--- src/rtl/apb2axi_pkg.sv ---
// Shared types and constants for the APB-to-AXI bridge completion path.
// Holds the tag width, the drain watchdog default, the per-tag completion
// entry layout and the completion scheduler state encoding.
package apb2axi_pkg;

    localparam int TAG_W     = 4;
    localparam int DRAIN_TMO = 1024;

    // One completion as recorded per tag and later shown to the gateway.
    typedef struct packed {
        logic       error;
        logic [1:0] resp;
        logic [7:0] num_beats;
        logic       is_write;
    } cpl_entry_t;

    typedef enum logic [1:0] {
        S_IDLE    = 2'd0,
        S_LOAD    = 2'd1,
        S_PRESENT = 2'd2,
        S_DRAIN   = 2'd3
    } cpl_sched_state_e;

endpackage

--- src/rtl/apb2axi_rr_pick.sv ---
// Combinational round-robin picker: scans the request vector starting at
// 'start' (inclusive) and wrapping, returns the first requesting index.
module apb2axi_rr_pick #(
    parameter int TAG_W = 4
) (
    input  logic [2**TAG_W-1:0] req,
    input  logic [TAG_W-1:0]    start,
    output logic                found,
    output logic [TAG_W-1:0]    idx
);

    localparam int NUM_TAGS = 2**TAG_W;

    // First set request at or after start, wrapping through the top index.
    always_comb begin
        logic [TAG_W-1:0] cand;
        found = 1'b0;
        idx   = start;
        cand  = start;
        for (int i = 0; i < NUM_TAGS; i++) begin
            cand = start + TAG_W'(i);
            if (!found && req[cand]) begin
                found = 1'b1;
                idx   = cand;
            end else begin
                idx   = idx;
            end
        end
    end

endmodule

--- src/rtl/apb2axi_cpl_sched.sv ---
// Completion scheduler between the AXI response handler and the APB
// register gateway. Completions are recorded per tag; one at a time is
// presented on rd_status_* in round-robin order. After a read completion is
// consumed the next status is held off until its RD_DATA stream has drained.
// Optional feature: define APB2AXI_CPL_TIMEOUT_EN to enable a drain watchdog
// of DRAIN_TMO cycles without a beat.
module apb2axi_cpl_sched
    import apb2axi_pkg::*;
#(
    parameter int TAG_W     = apb2axi_pkg::TAG_W,
    parameter int DRAIN_TMO = apb2axi_pkg::DRAIN_TMO
) (
    input  logic             pclk,
    input  logic             preset,
    input  logic             cpl_valid,
    input  logic [TAG_W-1:0] cpl_tag,
    input  logic             cpl_error,
    input  logic [1:0]       cpl_resp,
    input  logic [7:0]       cpl_num_beats,
    input  logic             cpl_is_write,
    output logic             rd_status_valid,
    output logic             rd_status_error,
    output logic [1:0]       rd_status_resp,
    output logic [TAG_W-1:0] rd_status_tag,
    output logic [7:0]       rd_status_num_beats,
    output logic             rd_status_is_write,
    input  logic             dir_consumed_valid,
    input  logic [TAG_W-1:0] dir_consumed_tag,
    input  logic             rdf_beat,
    input  logic             rdf_last,
    output logic [TAG_W:0]   pending_cnt,
    output logic             consume_err,
    output logic             drain_err
);

    localparam int NUM_TAGS = 2**TAG_W;

    cpl_sched_state_e    state_q, state_d;
    logic [NUM_TAGS-1:0] pend_q, pend_d;
    cpl_entry_t          tbl_q [NUM_TAGS];
    cpl_entry_t          tbl_d [NUM_TAGS];
    logic [TAG_W-1:0]    rr_ptr_q, rr_ptr_d;
    logic [TAG_W-1:0]    pick_q, pick_d;
    logic [8:0]          beat_cnt_q, beat_cnt_d;
    logic                rd_valid_q, rd_valid_d;
    cpl_entry_t          rd_ent_q, rd_ent_d;
    logic [TAG_W-1:0]    rd_tag_q, rd_tag_d;
    logic [TAG_W:0]      pending_cnt_q, pending_cnt_d;
    logic                consume_err_q, consume_err_d;
    logic                drain_err_q, drain_err_d;

    logic                pick_found_s;
    logic [TAG_W-1:0]    pick_idx_s;
    logic                consume_hit_s;
    logic [8:0]          beat_next_s;
    logic [8:0]          beats_total_s;

`ifdef APB2AXI_CPL_TIMEOUT_EN
    localparam int TMO_W = $clog2(DRAIN_TMO + 1);
    logic [TMO_W-1:0] tmo_q, tmo_d;
`else
    localparam int unused_drain_tmo = DRAIN_TMO;
`endif

    function automatic logic [TAG_W:0] pop_count(input logic [NUM_TAGS-1:0] v);
        logic [TAG_W:0] c;
        c = '0;
        for (int i = 0; i < NUM_TAGS; i++) begin
            c = c + {{TAG_W{1'b0}}, v[i]};
        end
        return c;
    endfunction

    apb2axi_rr_pick #(
        .TAG_W (TAG_W)
    ) u_rr_pick (
        .req   (pend_q),
        .start (rr_ptr_q),
        .found (pick_found_s),
        .idx   (pick_idx_s)
    );

    // Next-state for the FSM, the tag table and the sticky error flags.
    always_comb begin
        state_d       = state_q;
        pend_d        = pend_q;
        tbl_d         = tbl_q;
        rr_ptr_d      = rr_ptr_q;
        pick_d        = pick_q;
        beat_cnt_d    = beat_cnt_q;
        rd_valid_d    = rd_valid_q;
        rd_ent_d      = rd_ent_q;
        rd_tag_d      = rd_tag_q;
        consume_err_d = consume_err_q;
        drain_err_d   = drain_err_q;
`ifdef APB2AXI_CPL_TIMEOUT_EN
        tmo_d         = tmo_q;
`endif
        beat_next_s   = beat_cnt_q + 9'd1;
        beats_total_s = {1'b0, rd_ent_q.num_beats} + 9'd1;
        consume_hit_s = dir_consumed_valid && (state_q == S_PRESENT) &&
                        (dir_consumed_tag == rd_tag_q);

        case (state_q)
            S_IDLE: begin
                if (pick_found_s) begin
                    pick_d  = pick_idx_s;
                    state_d = S_LOAD;
                end else begin
                    state_d = S_IDLE;
                end
            end
            S_LOAD: begin
                rd_ent_d   = tbl_q[pick_q];
                rd_tag_d   = pick_q;
                rd_valid_d = 1'b1;
                state_d    = S_PRESENT;
            end
            S_PRESENT: begin
                if (consume_hit_s) begin
                    pend_d[rd_tag_q] = 1'b0;
                    rr_ptr_d         = rd_tag_q + TAG_W'(1);
                    rd_valid_d       = 1'b0;
                    beat_cnt_d       = 9'd0;
`ifdef APB2AXI_CPL_TIMEOUT_EN
                    tmo_d            = '0;
`endif
                    state_d          = rd_ent_q.is_write ? S_IDLE : S_DRAIN;
                end else begin
                    state_d = S_PRESENT;
                end
            end
            S_DRAIN: begin
                if (rdf_beat) begin
                    beat_cnt_d = beat_next_s;
`ifdef APB2AXI_CPL_TIMEOUT_EN
                    tmo_d      = '0;
`endif
                    if (rdf_last) begin
                        // Last beat ends the drain; flag a short or long burst.
                        if (beat_next_s != beats_total_s) begin
                            drain_err_d = 1'b1;
                        end else begin
                            drain_err_d = drain_err_q;
                        end
                        state_d = S_IDLE;
                    end else if (beat_next_s == beats_total_s) begin
                        // All expected beats seen but no last marker.
                        drain_err_d = 1'b1;
                        state_d     = S_IDLE;
                    end else begin
                        state_d = S_DRAIN;
                    end
                end else begin
`ifdef APB2AXI_CPL_TIMEOUT_EN
                    tmo_d = tmo_q + TMO_W'(1);
                    if (tmo_d == TMO_W'(DRAIN_TMO)) begin
                        drain_err_d = 1'b1;
                        state_d     = S_IDLE;
                    end else begin
                        state_d = S_DRAIN;
                    end
`else
                    state_d = S_DRAIN;
`endif
                end
            end
            default: begin
                state_d = S_IDLE;
            end
        endcase

        if (dir_consumed_valid && !consume_hit_s) begin
            consume_err_d = 1'b1;
        end else begin
            consume_err_d = consume_err_d;
        end

        // Applied after the consume so a same-cycle completion keeps the tag pending.
        if (cpl_valid) begin
            pend_d[cpl_tag]          = 1'b1;
            tbl_d[cpl_tag].error     = cpl_error;
            tbl_d[cpl_tag].resp      = cpl_resp;
            tbl_d[cpl_tag].num_beats = cpl_num_beats;
            tbl_d[cpl_tag].is_write  = cpl_is_write;
        end else begin
            pend_d = pend_d;
        end

        pending_cnt_d = pop_count(pend_q);
    end

    // State, table and output registers with asynchronous reset.
    always_ff @(posedge pclk or posedge preset) begin
        if (preset) begin
            state_q       <= S_IDLE;
            pend_q        <= '0;
            tbl_q         <= '{default: '0};
            rr_ptr_q      <= '0;
            pick_q        <= '0;
            beat_cnt_q    <= 9'd0;
            rd_valid_q    <= 1'b0;
            rd_ent_q      <= '0;
            rd_tag_q      <= '0;
            pending_cnt_q <= '0;
            consume_err_q <= 1'b0;
            drain_err_q   <= 1'b0;
`ifdef APB2AXI_CPL_TIMEOUT_EN
            tmo_q         <= '0;
`endif
        end else begin
            state_q       <= state_d;
            pend_q        <= pend_d;
            tbl_q         <= tbl_d;
            rr_ptr_q      <= rr_ptr_d;
            pick_q        <= pick_d;
            beat_cnt_q    <= beat_cnt_d;
            rd_valid_q    <= rd_valid_d;
            rd_ent_q      <= rd_ent_d;
            rd_tag_q      <= rd_tag_d;
            pending_cnt_q <= pending_cnt_d;
            consume_err_q <= consume_err_d;
            drain_err_q   <= drain_err_d;
`ifdef APB2AXI_CPL_TIMEOUT_EN
            tmo_q         <= tmo_d;
`endif
        end
    end

    assign rd_status_valid     = rd_valid_q;
    assign rd_status_error     = rd_ent_q.error;
    assign rd_status_resp      = rd_ent_q.resp;
    assign rd_status_tag       = rd_tag_q;
    assign rd_status_num_beats = rd_ent_q.num_beats;
    assign rd_status_is_write  = rd_ent_q.is_write;
    assign pending_cnt         = pending_cnt_q;
    assign consume_err         = consume_err_q;
    assign drain_err           = drain_err_q;

endmodule

--- config.mk ---
export PLATFORM = sky130hd
export DESIGN_NAME = apb2axi_cpl_sched
export DESIGN_NICKNAME = d
export VERILOG_FILES = /design/src/rtl/apb2axi_pkg.sv /design/src/rtl/apb2axi_rr_pick.sv /design/src/rtl/apb2axi_cpl_sched.sv
export SDC_FILE = /design/constraint.sdc
export NUM_CORES = 1
export LEC_CHECK = 0
export CORE_MARGIN = 1.5
export CORE_UTILIZATION = 55
export CTS_CLUSTER_DIAMETER = 50
export DETAILED_ROUTE_END_ITERATION = 16
export PLACE_DENSITY = 0.73
export SETUP_SLACK_MARGIN = 0.4
export SLEW_MARGIN = 20
export SYNTH_ARGS = -nofsm -noshare
export SYNTH_HDL_FRONTEND = slang
export SYNTH_HIERARCHICAL = 1
export SYNTH_SLANG_ARGS = --single-unit
--- constraint.sdc ---
create_clock -name pclk -period 12.1 [get_ports pclk]
set_clock_uncertainty 0.2 [all_clocks]
set_input_delay 2.42 -clock pclk [delete_from_list [all_inputs] [get_ports pclk]]
set_output_delay 2.42 -clock pclk [all_outputs]
set_load 0.01 [all_outputs]
==> impl_metrics.toml <==
[routing]
totalWireLength_microns = 33300
dr.first_iter.drc_count = 824
drcViolationCount = 0
drt-pass1-iter-count = 7
ant_nets = 0
viasPerCell = 6.43
wl_per_cell_microns = 22.9
vias = 9343

[timing]
rsz0062_at_grt = "no"
worstMarginPinSlew_ns = 1.05
setup_viol = 0
fin_crit_ns = 5.60
slew_headroom = 0.297
finalCritPeriodShare = 0.463
tns_ns = 0
hold_viol_final = 0
max_freq_mhz = 179
fin_ws_ns = 6.50
maxSlewViolCount = 0

[placement]
place_inst = 1404
routabilityCongestion = 0.929
io_buffers = 49
place_hpwl_microns = 21300
dp_slack_ns = 6.53

[clocking]
cts_max_path_buffers = 3
numCtsBuffers = 27
root_buffer = "clkbuf_16"
ctsHoldBuffers = 0
cts.repair.resized = 0
htree_num_levels = 1
worstSkewPairLatency_ns = 0.55
postCtsSetupRepairBufs = 0
clk_pin_slew_ns = 0.06
cts_tree = "done"
cts.sinks = 251

[layout]
post-route-util = 0.625
instances_no_fill = 1454
fillers = 1892
drive_gt1_frac = 0.335
area_growth_pct = 11.4
diodes = 0
layout_common_cells = "248 x dfrtp_1, 222 x mux2_2, 67 x mux4_2, 49 x clkdlybuf4s50_1, 41 x nor2_1"
seqCellArea_sq_mm = 0.00629
finish.net_count = 1158
layout_commonest_cell = "dfrtp_1"
multiInputGateArea_sq_mm = 0.00737

[critical_path]
reg2reg_depth = 11
cp_max_fo = 36
end_kind = "flop"
cp_num_buf_inv = 2
cp-endpoint = "pick_q[2]"
critical_path_depth = 11
cp_slowest_cell = "ha_1"
worstPathArrival_ns = 5.82
r2r-start = "rr_ptr_q[0]"
path_common_cell = "mux2_2"
ff2ff_setup_slack_ns = 6.50
critPathLaunchType = "flop"
worstSetupPathType = "reg -> reg"
cpLargestDelayFamily = "simple AND/OR/NAND/NOR gates"
worstReg2RegEnd = "pick_q[2]"
startpoint = "rr_ptr_q[0]"
worstPathRequired_ns = 12.32
path_cells = "buf_4, inv_1, ha_1, mux4_2, mux2_2, mux2_2, or4_4, or4_4, or4b_2, nor3b_1, mux2_2"
crit_path_max_incr_delay_ns = 0.79

[logic_synthesis]
seq_area_frac_synth = 0.444
async_flop_share = 1.00
ys_warn_count = 6
avgSynthCellArea_sq_um = 13.1
synth-edff-count = 0
ys_seq_elements = 251
synth_area_sq_mm = 0.0141
synth_nets = 1130
synth_ff_type = "dfrtp_1"
synthCells = 1075
synth.distinct_cells = 74

[floorplanning]
die_w_microns = 163
core_area_sq_mm = 0.0252
die_area_sq_mm = 0.0267
ios = 50
start_util = 0.561
rows = 58
dieHeight_microns = 163

[global_routing]
antenna_found_initial = 0
grt_overflow_total = 0
grt_max_degree = 111
track_usage = 0.261
grt_pass1_wl_microns = 53500
grt_pass1_vias = 9486

[power_and_ir_drop]
power.density_mw_per_mm2 = 273
switching_share = 0.391
clkPwrFrac = 0.191
p_seq_frac = 0.302
total_power_mw = 4.30
p_switching_mw = 1.68
p_leak_nw = 6.51
pwr-share-comb = 0.507
p_int_mw = 2.62
max-vdd-ir-drop_mv = 0.270

[worst_hold_path]
hp-start = "consume_err"
min-delay-path-class = "reg -> reg"

[flow_run]
drv_cap = 0

[run_status]
status = "completed"
-- final cells by class --
| cell class | instances | area share |
|---|---|---|
| Multi-Input combinational cell | 722 | 0.468 |
| Sequential cell | 251 | 0.399 |
| Inverter | 32 | 0.00811 |
| Timing Repair Buffer | 69 | 0.0407 |
| Tap cell | 330 | 0.0262 |
| Clock buffer | 35 | 0.0480 |
| Clock inverter | 15 | 0.00930 |
-- Yosys cell counts (all sizes together), types with 3 or more instances --
cell type  number  area share
mux2          226        0.18
a32o            3      0.0021
fa             10       0.014
and4            3      0.0019
a22oi           6      0.0032
ha             19       0.017
xor2           14      0.0087
a21oi          18      0.0064
a221o           7      0.0050
o21ai          30       0.011
nand3b          6      0.0032
a221oi          8      0.0050
mux4           76        0.12
a211oi          4      0.0021
xnor2          23       0.014
nor3           18      0.0067
buf            34       0.016
nand2          34      0.0090
or3             8      0.0039
inv            30      0.0080
or2             4      0.0018
a211o           3      0.0019
a21o           15      0.0080
a31oi           3      0.0013
nor2           41       0.011
a21boi          4      0.0024
mux2i          29       0.021
o22ai           5      0.0022
nand4          10      0.0044
nor2b           9      0.0040
a22o            9      0.0056
o31ai           3      0.0016
nand3          25      0.0089
and2            5      0.0022
nand2b          9      0.0040
nor4            3      0.0024
clkbuf         36      0.0096
dfrtp         251        0.44
and3            5      0.0022
a21bo           3      0.0021
-- power by group through the flow --
stage / combinational, mW / sequential, mW / clock (mW)
floorplan: 1.72 / 1.22 / 0
global placement: 2.14 / 1.30 / 0
detailed placement: 2.17 / 1.31 / 0
CTS: 2.18 / 1.29 / 0.838
global route: 2.40 / 1.33 / 0.871
finish: 2.18 / 1.30 / 0.820
-- how the worst min path moves through the flow --
stage               slack, ns  depth (start not counted)            end
global placement         0.24                          1      drain_err
CTS                      0.26                          1      drain_err
global route             0.29                          1    consume_err
finish                   0.26                          1    consume_err
floorplan                0.27                          1  beat_cnt_q[8]
detailed placement       0.25                          1      drain_err
-- stage by stage --
| step | hold WS (ns) | area [sq um] |
|---|---|---|
| detailed placement | 0.248 | 14800 |
| finish | 0.261 | 15700 |
| global placement | 0.242 | 14800 |
| global route | 0.289 | 15700 |
| floorplan | 0.271 | 14100 |
| CTS | 0.262 | 15700 |
-- state kept, by name, indices dropped and copies added (netlist names), 2 cells and up --
signal,flops
state_q,2
pending_cnt,5
pend_q,16
beat_cnt_q,9
rd_status_resp,2
tbl_q,192
pick_q,4
rd_status_num_beats,8
rd_status_tag,4
rr_ptr_q,4
-- routing by layer --
| metal | wire length, microns | part of all wire | global-route usage |
|---|---|---|---|
| met5 | 0 | 0 | 0 |
| met4 | 771 | 0.023 | 0.0730 |
| met3 | 2090 | 0.063 | 0.0432 |
| met2 | 16200 | 0.49 | 0.429 |
| met1 | 14200 | 0.43 | 0.360 |
-- cells by family (layout without fill, tap and decap cells) --
family                   after synthesis  in the layout  share of synthesized area
AO/OA/AOI/OAI                        137            137                     0.0702
multiplexers                         331            331                      0.325
AND/OR/NAND/NOR                      186            186                     0.0694
buffers and inverters                102            151                     0.0342
adder cells (fa/ha/maj)               29             29                     0.0310
flip-flops                           251            251                      0.444
XOR/XNOR                              39             39                     0.0261
Note: power is estimated with default switching activity, not from simulation.
